<file path="src/rtl/my_ws2812_pkg.sv">
// Shared WS2812 definitions: base timing at 100 MHz, GRB bit order, receiver states.
// Every timing constant here is divided by the instance's CLK_SCALE.
package my_ws2812_pkg;

  localparam int T_BIT_BASE     = 120;
  localparam int T0_HI_BASE     = 30;
  localparam int T1_HI_BASE     = 90;
  localparam int T_RES_BASE     = 6000;
  localparam int T_THR_BASE     = 60;
  localparam int T_HI_MAX_BASE  = 110;
  localparam int T_RST_DET_BASE = 3000;

  // Colour word layout: green goes out first, so it occupies the MSB byte.
  localparam int PIX_BITS = 24;
  localparam int G_LSB    = 16;
  localparam int R_LSB    = 8;
  localparam int B_LSB    = 0;

  typedef enum logic [1:0] {
    S_ARM,
    S_WAIT,
    S_HIGH,
    S_LOW
  } rx_state_t;

  function automatic logic [PIX_BITS-1:0] grb(input logic [7:0] g, input logic [7:0] r,
                                              input logic [7:0] b);
    return {g, r, b};
  endfunction

endpackage

</file>
<file path="src/rtl/my_sync2.sv">
// Two-flop synchronizer with synchronous active-high reset.
// Used on any asynchronous single-bit input.
module my_sync2 (
  input  logic clk,
  input  logic rst,
  input  logic d,
  output logic q
);

  logic meta;

  always_ff @(posedge clk) begin
    if (rst) begin
      meta <= 1'b0;
      q    <= 1'b0;
    end else begin
      meta <= d;
      q    <= meta;
    end
  end

endmodule

</file>
<file path="src/rtl/my_ws2812_rx.sv">
// WS2812 line decoder: measures high-pulse widths, assembles GRB pixels,
// and reports the pixel index, the end of each frame, and protocol errors.
module my_ws2812_rx
  import my_ws2812_pkg::*;
#(
  parameter int CLK_SCALE = 1,
  parameter int CNT_LEDS  = 64
) (
  input  logic        clk,
  input  logic        rst,
  input  logic        din,
  output logic        pix_valid,
  output logic [5:0]  pix_addr,
  output logic [23:0] pix_color,
  output logic        frame_done,
  output logic        err
);

  localparam int T_THR     = T_THR_BASE / CLK_SCALE;
  localparam int T_HI_MAX  = T_HI_MAX_BASE / CLK_SCALE;
  localparam int T_RST_DET = T_RST_DET_BASE / CLK_SCALE;
  localparam int CW        = $clog2(T_RST_DET + 1);

  localparam logic [CW-1:0] C_THR    = CW'(T_THR);
  localparam logic [CW-1:0] C_HI_MAX = CW'(T_HI_MAX);
  localparam logic [CW-1:0] C_GAP    = CW'(T_RST_DET - 1);
  localparam logic [CW-1:0] C_SAT    = CW'(T_RST_DET);
  localparam logic [6:0]    C_LEDS   = 7'(CNT_LEDS);
  localparam logic [4:0]    C_LAST   = 5'(PIX_BITS - 1);

  logic din_s, din_d, rise, fall, bit_in;
  rx_state_t state, state_n;
  logic [CW-1:0] cnt, cnt_n, cnt_inc;
  logic [22:0] shreg, shreg_n;
  logic [4:0]  bitcnt, bitcnt_n;
  logic [6:0]  pix_cnt, pix_cnt_n;
  logic        ovf, ovf_n;
  logic        valid_n, done_n, err_n;
  logic [5:0]  addr_n;
  logic [23:0] color_n;

  my_sync2 u_sync (.clk(clk), .rst(rst), .d(din), .q(din_s));

  assign rise    = din_s & ~din_d;
  assign fall    = ~din_s & din_d;
  assign bit_in  = (cnt >= C_THR);
  assign cnt_inc = (cnt == C_SAT) ? cnt : cnt + 1'b1;

  always_ff @(posedge clk) begin
    if (rst) begin
      din_d      <= 1'b0;
      state      <= S_ARM;
      cnt        <= '0;
      shreg      <= '0;
      bitcnt     <= '0;
      pix_cnt    <= '0;
      ovf        <= 1'b0;
      pix_valid  <= 1'b0;
      pix_addr   <= '0;
      pix_color  <= '0;
      frame_done <= 1'b0;
      err        <= 1'b0;
    end else begin
      din_d      <= din_s;
      state      <= state_n;
      cnt        <= cnt_n;
      shreg      <= shreg_n;
      bitcnt     <= bitcnt_n;
      pix_cnt    <= pix_cnt_n;
      ovf        <= ovf_n;
      pix_valid  <= valid_n;
      pix_addr   <= addr_n;
      pix_color  <= color_n;
      frame_done <= done_n;
      err        <= err_n;
    end
  end

  always_comb begin
    state_n   = state;
    cnt_n     = cnt;
    shreg_n   = shreg;
    bitcnt_n  = bitcnt;
    pix_cnt_n = pix_cnt;
    ovf_n     = ovf;
    valid_n   = 1'b0;
    done_n    = 1'b0;
    err_n     = 1'b0;
    addr_n    = pix_addr;
    color_n   = pix_color;
    case (state)
      // Nothing is decoded until a full reset gap has been seen on the line.
      S_ARM: begin
        if (din_s) begin
          cnt_n = '0;
        end else if (cnt == C_GAP) begin
          state_n   = S_WAIT;
          bitcnt_n  = '0;
          pix_cnt_n = '0;
          ovf_n     = 1'b0;
        end else begin
          cnt_n = cnt_inc;
        end
      end
      S_WAIT: begin
        if (rise) begin
          cnt_n   = CW'(1);
          state_n = S_HIGH;
        end
      end
      S_HIGH: begin
        if (cnt > C_HI_MAX) begin
          err_n    = 1'b1;
          bitcnt_n = '0;
          cnt_n    = '0;
          state_n  = S_ARM;
        end else if (fall) begin
          shreg_n = {shreg[21:0], bit_in};
          cnt_n   = CW'(1);
          state_n = S_LOW;
          if (bitcnt == C_LAST) begin
            bitcnt_n = '0;
            // Pixels beyond the frame length flag one error and are dropped.
            if (pix_cnt == C_LEDS) begin
              if (!ovf) begin
                err_n = 1'b1;
                ovf_n = 1'b1;
              end
            end else begin
              valid_n   = 1'b1;
              addr_n    = pix_cnt[5:0];
              color_n   = {shreg, bit_in};
              pix_cnt_n = pix_cnt + 7'd1;
            end
          end else begin
            bitcnt_n = bitcnt + 5'd1;
          end
        end else begin
          cnt_n = cnt_inc;
        end
      end
      S_LOW: begin
        if (rise) begin
          cnt_n   = CW'(1);
          state_n = S_HIGH;
        end else if (cnt == C_GAP) begin
          done_n    = 1'b1;
          err_n     = (bitcnt != 5'd0);
          bitcnt_n  = '0;
          pix_cnt_n = '0;
          ovf_n     = 1'b0;
          state_n   = S_WAIT;
        end else begin
          cnt_n = cnt_inc;
        end
      end
      default: state_n = S_ARM;
    endcase
  end

endmodule

</file>
<file path="config.mk">
export PLATFORM = sky130hd
export DESIGN_NAME = my_ws2812_rx
export DESIGN_NICKNAME = d
export VERILOG_FILES = /design/src/rtl/my_ws2812_pkg.sv /design/src/rtl/my_sync2.sv /design/src/rtl/my_ws2812_rx.sv
export SDC_FILE = /design/constraint.sdc
export NUM_CORES = 1
export LEC_CHECK = 0
export CORE_MARGIN = 2
export CORE_UTILIZATION = 25
export CTS_CLUSTER_SIZE = 20
export DETAILED_ROUTE_END_ITERATION = 6
export HOLD_SLACK_MARGIN = 0.06
export REMOVE_ABC_BUFFERS = 1
export SYNTH_ARGS = -nofsm -noshare
export SYNTH_HDL_FRONTEND = slang
export SYNTH_SLANG_ARGS = --single-unit
</file>
<file path="constraint.sdc">
create_clock -name clk -period 2 [get_ports clk]
set_input_delay 0.5 -clock clk [delete_from_list [all_inputs] [get_ports clk]]
set_output_delay 0.5 -clock clk [all_outputs]
set_load 0.01 [all_outputs]
</file>
==> results of run 1 <==
-- repair_timing --
item / CTS / global route
gates resized for setup: 0 / 8
setup buffers: 0 / 4
endpoints found under the setup margin: 0 / 14
hold buffers: 0 / 0
-- registers in the layout, indices dropped and copies added, names as in the netlist --
register,cells
err,1
cnt,12
pix_valid,1
bitcnt,5
pix_color,24
u_sync.q,1
state,2
shreg,23
u_sync.meta,1
pix_cnt,7
ovf,1
pix_addr,6
frame_done,1
din_d,1
-- where the power goes --
group          internal, mW  total [mW]  switching (mW)
clock network          1.11        1.85           0.734
logic                0.0553       0.138          0.0828
registers              1.72        1.74          0.0129
-- kinds of logic after synthesis --
| kind of cell | after synthesis |
|---|---|
| and+or+nand+nor | 218 |
| AOI/OAI and AO/OA | 118 |
| DFF | 86 |
| buffers and inverters | 45 |
| adders and majority gates | 6 |
| muxes | 4 |
| xor gates and xnor gates | 3 |
-- stage by stage --
stage                     setup TNS [ns]  hold slack [ns]  cell area (sq um)  util, %  std cells
after global placement                 0           0.4438               4577    30.33        708
final                                  0           0.4434               4980    33.00        728
after detailed placement               0           0.4351               4577    30.33        708
after CTS                              0           0.4515               4905    32.50        724
after global routing            -0.02549           0.4651               4980    33.00        728
after floorplan                   -2.311           0.4138               3724        -        452
-- area by class of cell --
class / instances / share of cell area (%)
multi-input combinational: 349 / 39.77
sequential: 86 / 34.62
timing repair buffer: 72 / 13.02
tap: 188 / 4.724
clock buffer: 9 / 4.523
clock inverter: 7 / 2.060
inverter: 17 / 1.281
-- layer usage --
| layer | vias to the layer above | wire length, microns |
|---|---|---|
| met1 | 1653 | 4429 |
| met4 | 0 | 218 |
| met3 | 15 | 403 |
| met2 | 74 | 4355 |
| met5 | - | 0 |
| li1 | 1797 | - |
-- synth_stat cells (2+ instances only) --
library cell / count
a21oi_1: 67
and3_1: 4
buf_2: 13
o211ai_1: 2
mux2i_1: 4
nor3_1: 15
o311a_1: 2
nor2_1: 13
and4_1: 2
inv_1: 17
o22ai_1: 5
or2_2: 2
nand2_1: 127
nand3_1: 14
o21a_1: 2
ha_1: 6
a31oi_1: 9
nor2b_1: 6
dfxtp_1: 86
a32o_1: 2
and2_1: 2
a31o_2: 3
or3_1: 5
clkbuf_1: 14
xnor2_1: 2
nand2b_1: 6
nand3b_1: 2
nor4_1: 6
o31ai_1: 4
o21ai_0: 7
or4_1: 4
nand4_1: 3
-- worst paths after layout --
kind / startpoint / end / cells after the start
worst max-delay path: cnt[8] / pix_cnt[3] / 6
worst min-delay path: u_sync.meta / u_sync.q / 1
worst max register to register: cnt[8] / pix_cnt[3] / 6
worst min register to register: u_sync.meta / u_sync.q / 1
==> reports/qor.csv, run 1 <==
stage,metric,value,unit
status,status,"complete, no violations",
timing,max_slew headroom,61.12,%
synthesis,share of the synthesized area in the top cell type,44.78,%
detailed_routing,initial drt markers,295,
synthesis,"EDFF count, synth",0,
layout,growth of design area from synthesis to finish,29.52,%
floorplanning,Die Height,128.0,microns
cts,"Reg clk slew, reported paths",0.06,ns
synthesis,XOR/XNOR Fraction of Synth Area,0.6834,%
synthesis,Simple-Gate Fraction of Synth Area,27.30,%
timing,Final Max Tran Viols,0,
synthesis,count of state elements after synthesis,86,
setup_path,Crit Path Max Fanout,9,
global_route,vias in the first global route,3251,
power,VDD IR max,0.0003733,V
power,total power,3.720,mW
synthesis,largest cells by area after synthesis,"dfxtp_1 (45%), nand2_1 (12%), a21oi_1 (8.7%)",
detailed_routing,vias per cell,4.861,
timing,final worst-path cycle share,95.38,%
setup_path,Worst path slowest cell,dfxtp_1,
timing,worst slew pin tran,0.5771,ns
synthesis,Synth Area in Compound Gates,19.43,%
run,MaxCap Viol Count,0,
cts,CTS H-tree depth,3,
setup_path,Startpoint Class,flop,
detailed_routing,First-pass DRT Iterations,4,
floorplanning,Die X,128.0,microns
cts,CTS Buf Count,9,
synthesis,fraction of the mapped netlist area in adder cells,1.952,%
cts,clock tree root buffer cell,clkbuf_16,
detailed_routing,Final ANT Viol Nets,0,
floorplanning,Starting Density,25.48,%
setup_path,critical path data required time,2.26,ns
synthesis,synthesized instance count,480,
synthesis,Yosys top cell by area,dfxtp_1,
worst_hold_path,Worst Hold Class,reg -> reg,
cts,later-pin clock latency in the skew report,0.34,ns
global_route,largest net degree at the start of global routing,36,
timing,Final setup violation count,0,
floorplanning,I/O pins,36,
synthesis,Syn Area/Cell,8.010,sq um
cts,clk buf depth,2,
layout,"most common cell after layout, fill and taps aside",nand2_1,
power,P_leak,1.656,nW
timing,clk_skew,0.005425,ns
cts,clock sinks,86,
synthesis,"Distinct cells, synth",56,
detailed_routing,DRC viols,0,
global_route,grt ovf,0,
setup_path,crit-path cells,nand3_4 > nor4_4 > buf_4 > a32oi_2 > or4_1 > a21oi_1,
synthesis,Ys Warns,0,
power,PwrDens,747.0,nW/um^2
timing,RSZ-0062 raised after global routing,yes,
global_route,global-route total usage across every layer,11.75,%
placed_design,dpl ws,0.02599,ns
global_route,initial antenna violation count,0,
layout,fillcell total,1612,
setup_path,critical path arrival,2.17,ns
layout,share of layout cells above drive strength 1,13.52,%
detailed_routing,WL final,9407,microns
global_route,met3 GRT Util,2.295,%
synthesis,ys flop type,dfxtp_1,
layout,most frequent cells in the layout,"nand2_1 (127), dfxtp_1 (84), a21oi_1 (67)",
floorplanning,Core ar.,15090,sq um
global_route,global-route wire length before repair,15500,microns
setup_path,Crit path max-delay family,simple AND/OR/NAND/NOR gates,
global_route,met2 GRT Util,18.46,%
timing,Final WS setup,0.09242,ns
timing,fmax,524.2,MHz
synthesis,asr flop ratio synth,0,%
global_route,busiest grt layer,met2,
setup_path,slowest cell delay on critical path,0.50,ns
synthesis,mux cell area share after synthesis,1.041,%
detailed_routing,routed length per instance,12.92,microns
global_route,Global Route met1 Usage,15.31,%
layout,register area,1724,sq um
setup_path,reg2reg setup slack,0.09,ns
floorplanning,cell row count,45,
detailed_routing,vias post-DR,3539,
layout,nets@finish,544,
floorplanning,die area,16390,sq um
placed_design,I/O Buffers,35,
layout,Multi-input gate area,1981,sq um
setup_path,crit end category,flop,
setup_path,worst path bufs/invs,1,
setup_path,kind of critical path,reg -> reg,
synthesis,combinational family with the most area after synthesis,simple AND/OR/NAND/NOR gates,
placed_design,Placer Congestion,0.8207,
synthesis,sequential area share after synthesis,44.78,%
layout,ant diodes,0,
placed_design,Detail Placement HPWL,6666,microns
timing,Tmin final,1.908,ns
synthesis,synthesized area,3845,sq um
cts,TritonCTS clock tree,done,
timing,Final Hold Viols,0,
Power figures use the tool's default switching activity.
==> run 2, diff against run 1 <==
clock period = 1.95 ns   (was 2 ns; I/O delays follow)
==> run 2 against run 1 <==
  * Largest power group is now registers
  * Sequential cell count stayed put
  * Cell count grew 0.82%
  * First-iteration DRC count down 15%
  * Combinational power is 14% higher
  * Global-route usage increased by 0.30 points
  * Sequential share of layout area shrank 0.24 points
  * Register-to-register slack got worse by 0.02 ns
==> reports/qor.csv, run 2 (synthesis gave the netlist of run 1 again) <==
stage,metric,value,unit,change
timing,clk_skew,0.007279,ns,+0.001854 ns
setup_path,crit end category,flop,,
detailed_routing,initial drt markers,252,,-15%
global_route,largest net degree at the start of global routing,33,,-8.3%
cts,later-pin clock latency in the skew report,0.34,ns,about the same
detailed_routing,vias post-DR,3540,,+0.028%
global_route,global-route wire length before repair,15970,microns,+3.0%
cts,CTS hold repair buffers,0,,unchanged
cts,clock tree root buffer cell,clkbuf_16,,
floorplanning,Starting Density,25.48,%,unchanged
layout,Largest Register,pix_color,,
layout,share of layout cells above drive strength 1,16.48,%,+3.0 points
timing,fmax,532.7,MHz,+1.6%
layout,number of flip-flops under the largest register name,24,,unchanged
layout,Final Non-Filler Cells,734,,+0.82%
run,MaxCap Viol Count,0,,unchanged
cts,CTS H-tree depth,3,,unchanged
detailed_routing,routed length per instance,13.14,microns,+1.7%
power,PwrDens,720.7,nW/um^2,-3.5%
layout,final core occ,33.45,%,+0.45 points
floorplanning,Core ar.,15090,sq um,unchanged
worst_hold_path,Worst Hold Class,reg -> reg,,
setup_path,Worst path slowest cell,a2111oi_4,,
setup_path,Startpoint Class,flop,,
timing,Hold Slack,0.4429,ns,-0.0004830 ns
setup_path,most frequent CP cell,a32o_1,,
timing,max_slew headroom,66.67,%,+5.5 points
timing,Final setup violation count,0,,unchanged
floorplanning,Die X,128.0,microns,unchanged
floorplanning,Die Height,128.0,microns,unchanged
setup_path,critical path data required time,2.18,ns,-0.08 ns
detailed_routing,Met1 Wirelength,4586,microns,+3.5%
placed_design,I/O Buffers,35,,unchanged
detailed_routing,Final ANT Viol Nets,0,,unchanged
timing,Final Hold Viols,0,,unchanged
timing,RSZ-0062 raised after global routing,yes,,
timing,worst slew pin tran,0.4954,ns,-0.08170 ns
detailed_routing,metal3 WL,373,microns,-7.4%
setup_path,Crit Path Max Fanout,4,,-5
setup_path,worst path bufs/invs,1,,unchanged
cts,"Reg clk slew, reported paths",0.07,ns,about the same
layout,ant diodes,0,,unchanged
timing,Tmin final,1.877,ns,-0.03019 ns
timing,final worst-path cycle share,96.28,%,+0.90 points
detailed_routing,DR top layer,met4,,
detailed_routing,DRC viols,0,,unchanged
detailed_routing,vias per cell,4.823,,-0.79%
timing,Final TNS setup,0,ns,unchanged
layout,"most common cell after layout, fill and taps aside",nand2_1,,
layout,"Design Area, Final",5047,sq um,+1.4%
placed_design,Placement Cell Area,4622,sq um,+0.98%
layout,growth of design area from synthesis to finish,31.27,%,
cts,clk buf depth,2,,unchanged
layout,most frequent cells in the layout,"nand2_1 (127), dfxtp_1 (79), a21oi_1 (67)",,
detailed_routing,WL final,9648,microns,+2.6%
setup_path,critical path arrival,2.11,ns,-0.06 ns
cts,CTS Buf Count,9,,unchanged
power,VDD IR max,0.0004620,V,+24%
placed_design,Placer Congestion,0.8482,,+3.4%
setup_path,Crit path max-delay family,compound AO/OA/AOI/OAI gates,,
cts,clock sinks,86,,unchanged
timing,Final Max Tran Viols,0,,unchanged
setup_path,crit-path cells,inv_4 > ha_4 > nand3b_1 > a2111oi_4 > mux2i_1 > a32o_1 > a32o_1,,
setup_path,kind of critical path,reg -> reg,,
status,status,"complete, no violations",,
setup_path,slowest cell delay on critical path,0.50,ns,about the same
floorplanning,die area,16390,sq um,unchanged
detailed_routing,met2 wire len,4493,microns,+3.2%
floorplanning,I/O pins,36,,unchanged
cts,TritonCTS clock tree,done,,
global_route,vias in the first global route,3345,,+2.9%
placed_design,Detail Placement HPWL,6895,microns,+3.4%
layout,largest registers,"pix_color (24), shreg (23), cnt (12)",,
placed_design,Cells after DPL,714,,+0.85%
global_route,grt ovf,0,,unchanged
power,P_leak,1.663,nW,+0.38%
detailed_routing,First-pass DRT Iterations,4,,unchanged
global_route,global-route total usage across every layer,12.05,%,+0.30 points
floorplanning,cell row count,45,,unchanged
global_route,initial antenna violation count,0,,unchanged
layout,nets@finish,550,,+1.1%
[run 2: worst paths after layout]
| path | startpoint | end | slack [ns] | depth (start not counted) |
|---|---|---|---|---|
| max | cnt[0] | cnt[0] | 0.07 | 7 |
| min | u_sync.meta | u_sync.q | 0.44 | 1 |
| max reg2reg | cnt[0] | cnt[0] | 0.07 | 7 |
| min reg2reg | u_sync.meta | u_sync.q | 0.44 | 1 |
[run 2: metrics by stage]
stage	power (mW)	worst slack (ns)
final	3.638	0.07261
after global routing	3.778	-0.02658
after CTS	3.681	0.01094
after detailed placement	1.964	-0.001300
after global placement	1.962	0.03981
after floorplan	1.882	-0.1548
[run 2: power breakdown]
group	internal, mW	total (mW)	leakage [nW]	switching, mW
Combinational	0.0676	0.158	0.817	0.0907
Sequential	1.77	1.78	0.697	0.0145
Clock	0.908	1.70	0.148	0.791
Total	2.74	3.64	1.66	0.896
[run 2: repair_timing]
item                                    4_1_cts  5_1_grt
endpoints found under the hold margin         0        0
gates cloned                                  0        0
pin swaps                                     1        3
endpoints found under the setup margin        2       51
gates resized for setup                       4       21
buffers inserted                              0        4
[run 2: routing by layer]
layer / up-vias / track usage [%]
met3: 10 / 2.337
met4: 0 / 5.430
li1: 1804 / -
met2: 56 / 19.31
met1: 1670 / 15.74
met5: - / 0
[run 2: layout make-up]
type                            instances  area (sq um)
Tap cell                              188         235.2
Clock inverter                          7         76.32
Sequential cell                        86          1735
Timing Repair Buffer                   78         696.9
Inverter                               17         68.82
Clock buffer                            9         225.2
Fill cell                            1541         10040
Multi-Input combinational cell        349          2009
==> variant: new RTL, settings of run 2 <==
`shreg` no longer has a reset.
--- a/src/rtl/my_ws2812_rx.sv
+++ b/src/rtl/my_ws2812_rx.sv
@@ -53,3 +53,2 @@
       cnt        <= '0;
-      shreg      <= '0;
       bitcnt     <= '0;
@@ -66,3 +65,2 @@
       cnt        <= cnt_n;
-      shreg      <= shreg_n;
       bitcnt     <= bitcnt_n;
@@ -76,2 +74,6 @@
     end
+  end
+
+  always_ff @(posedge clk) begin
+    shreg <= shreg_n;
   end
Behaviour: same outputs for any inputs over 10 cycles, from zero or initial values and one cycle with rst high; that may be too few to reach the edited logic, so the function may still have changed.
==> variant against run 2 <==
  * Setup slack improved by 0.0059 ns
  * Synthesized area fell by 3.2%
  * Wire length fell by 10%
  * Total power rose by 1.5%
  * Sequential share of layout area rose by 5.9 points
  * Cell area fell by 3.5%
  * Clock skew fell by 0.0011 ns
  * Sequential cell count did not move
  * Count of clock-buffer cells in the layout rose by 1
  * Core utilization rose by 0.065 points
  * Highest routed layer unchanged
==> variant: results (changes against run 2) <==
Placed design
  – Placed cell area: 4460 um2 (-3.5%)
  – Pre-CTS setup slack: -0.00825 ns (-0.00695 ns)
  – Gpl congestion: 0.798 (-5.9%)
  – Cell total after placement: 633 (-11%)

Layout
  – Signal buf overhead: 14.2% (+0.37 points)
  – Fill cell count: 1518 (-1.5%)
  – #MultiIn Comb: 283 (-19%)
  – Post-Layout Cell Count: 657 (-10%)
  – Bufs w/o clock: 76 (-2.6%)
  – Layout cell share with drive strength beyond 1: 17.1% (+0.64 points)
  – Multi-input gate share of the layout cell area: 33.6% (-6.2 points)
  – Fraction of area in registers: 40.3% (+5.9 points)

Power and ir drop
  – Sw frac: 21.6% (-3.1 points)
  – Static Leak: 1.58 nW (-4.7%)
  – Gate power share: 2.2% (-2.2 points)
  – VDD IR max: 485 uV (+5.1%)
  – Combinational power: 79.8 uW (-49%)
  – Total sequential power: 1.84 mW (+3%)

STA
  – Slew headroom: 65.3% (-1.4 points)
  – Skew final: 0.00620 ns (-0.00107 ns)

Yosys
  – Post-Syn Instances: 410 (-15%)
  – Post-synthesis xor/xnor area fraction: 0.941% (+0.26 points)
  – Mux contribution to synthesized area: 0.303% (-0.74 points)
  – Register area share after synthesis: 52.5% (+7.7 points)
  – Compound-Gate Fraction of Synth Area: 15.4% (-4.0 points)
  – Synth area leaders: dfxtp_1 34%, edfxtp_1 19%, nand2_1 7.9%

Global route
  – GR Util met2: 18.1% (-1.3 points)
  – Total track usage: 11.1% (-0.98 points)
  – Met1 usage: 14.2% (-1.5 points)
  – GR Util met3: 3.61% (+1.3 points)
  – First-pass GRT wire length: 14.4 mm (-9.8%)

Detailed routing
  – Routed metal-1 wirelength: 4.13 mm (-9.9%)
  – Number of DRC markers in iteration 0: 273 (+8.3%)
  – Via count of the routed design: 3191 (-9.9%)

Status
  – Status: finished clean

Clocking
  – Post_cts resized: 1 (-3)
  – Setup Fix Bufs, Post-CTS: 3 (+3)

Critical path
  – CP max-delay cell: or4b_4
  – CP arrival: 2.15 ns (+0.04 ns)
  – Critical path fanouts, max: 8 (+4)
variant: cell count changes after synthesis, sizes merged, moves of 19 or more:
cell and change:
edfxtp +23, a21oi -19, dfxtp -23, nand2 -48
variant: through the flow:
stage          hold slack, ns  util, %
6_report                0.439     33.5
3_3_place_gp            0.419     30.7
2_1_floorplan           0.414        -
3_5_place_dp            0.426     30.7
5_1_grt                 0.466     33.5
4_1_cts                 0.442     33.0
variant: path summary, 6_finish.rpt:
| path | depth (start not counted) | slack, ns | from | endpoint |
|---|---|---|---|---|
| max | 6 | 0.08 | cnt[11] | pix_cnt[3] |
| min | 1 | 0.44 | u_sync.meta | u_sync.q |
| max reg2reg | 6 | 0.08 | cnt[11] | pix_cnt[3] |
| min reg2reg | 1 | 0.44 | u_sync.meta | u_sync.q |
variant: worst max-delay path, delay by kind of cell (launching register included):
kind,cells,cell delay [ns]
compound gates,2,0.45
simple gates,3,0.90
buf+inv,1,0.15
flops,1,0.32
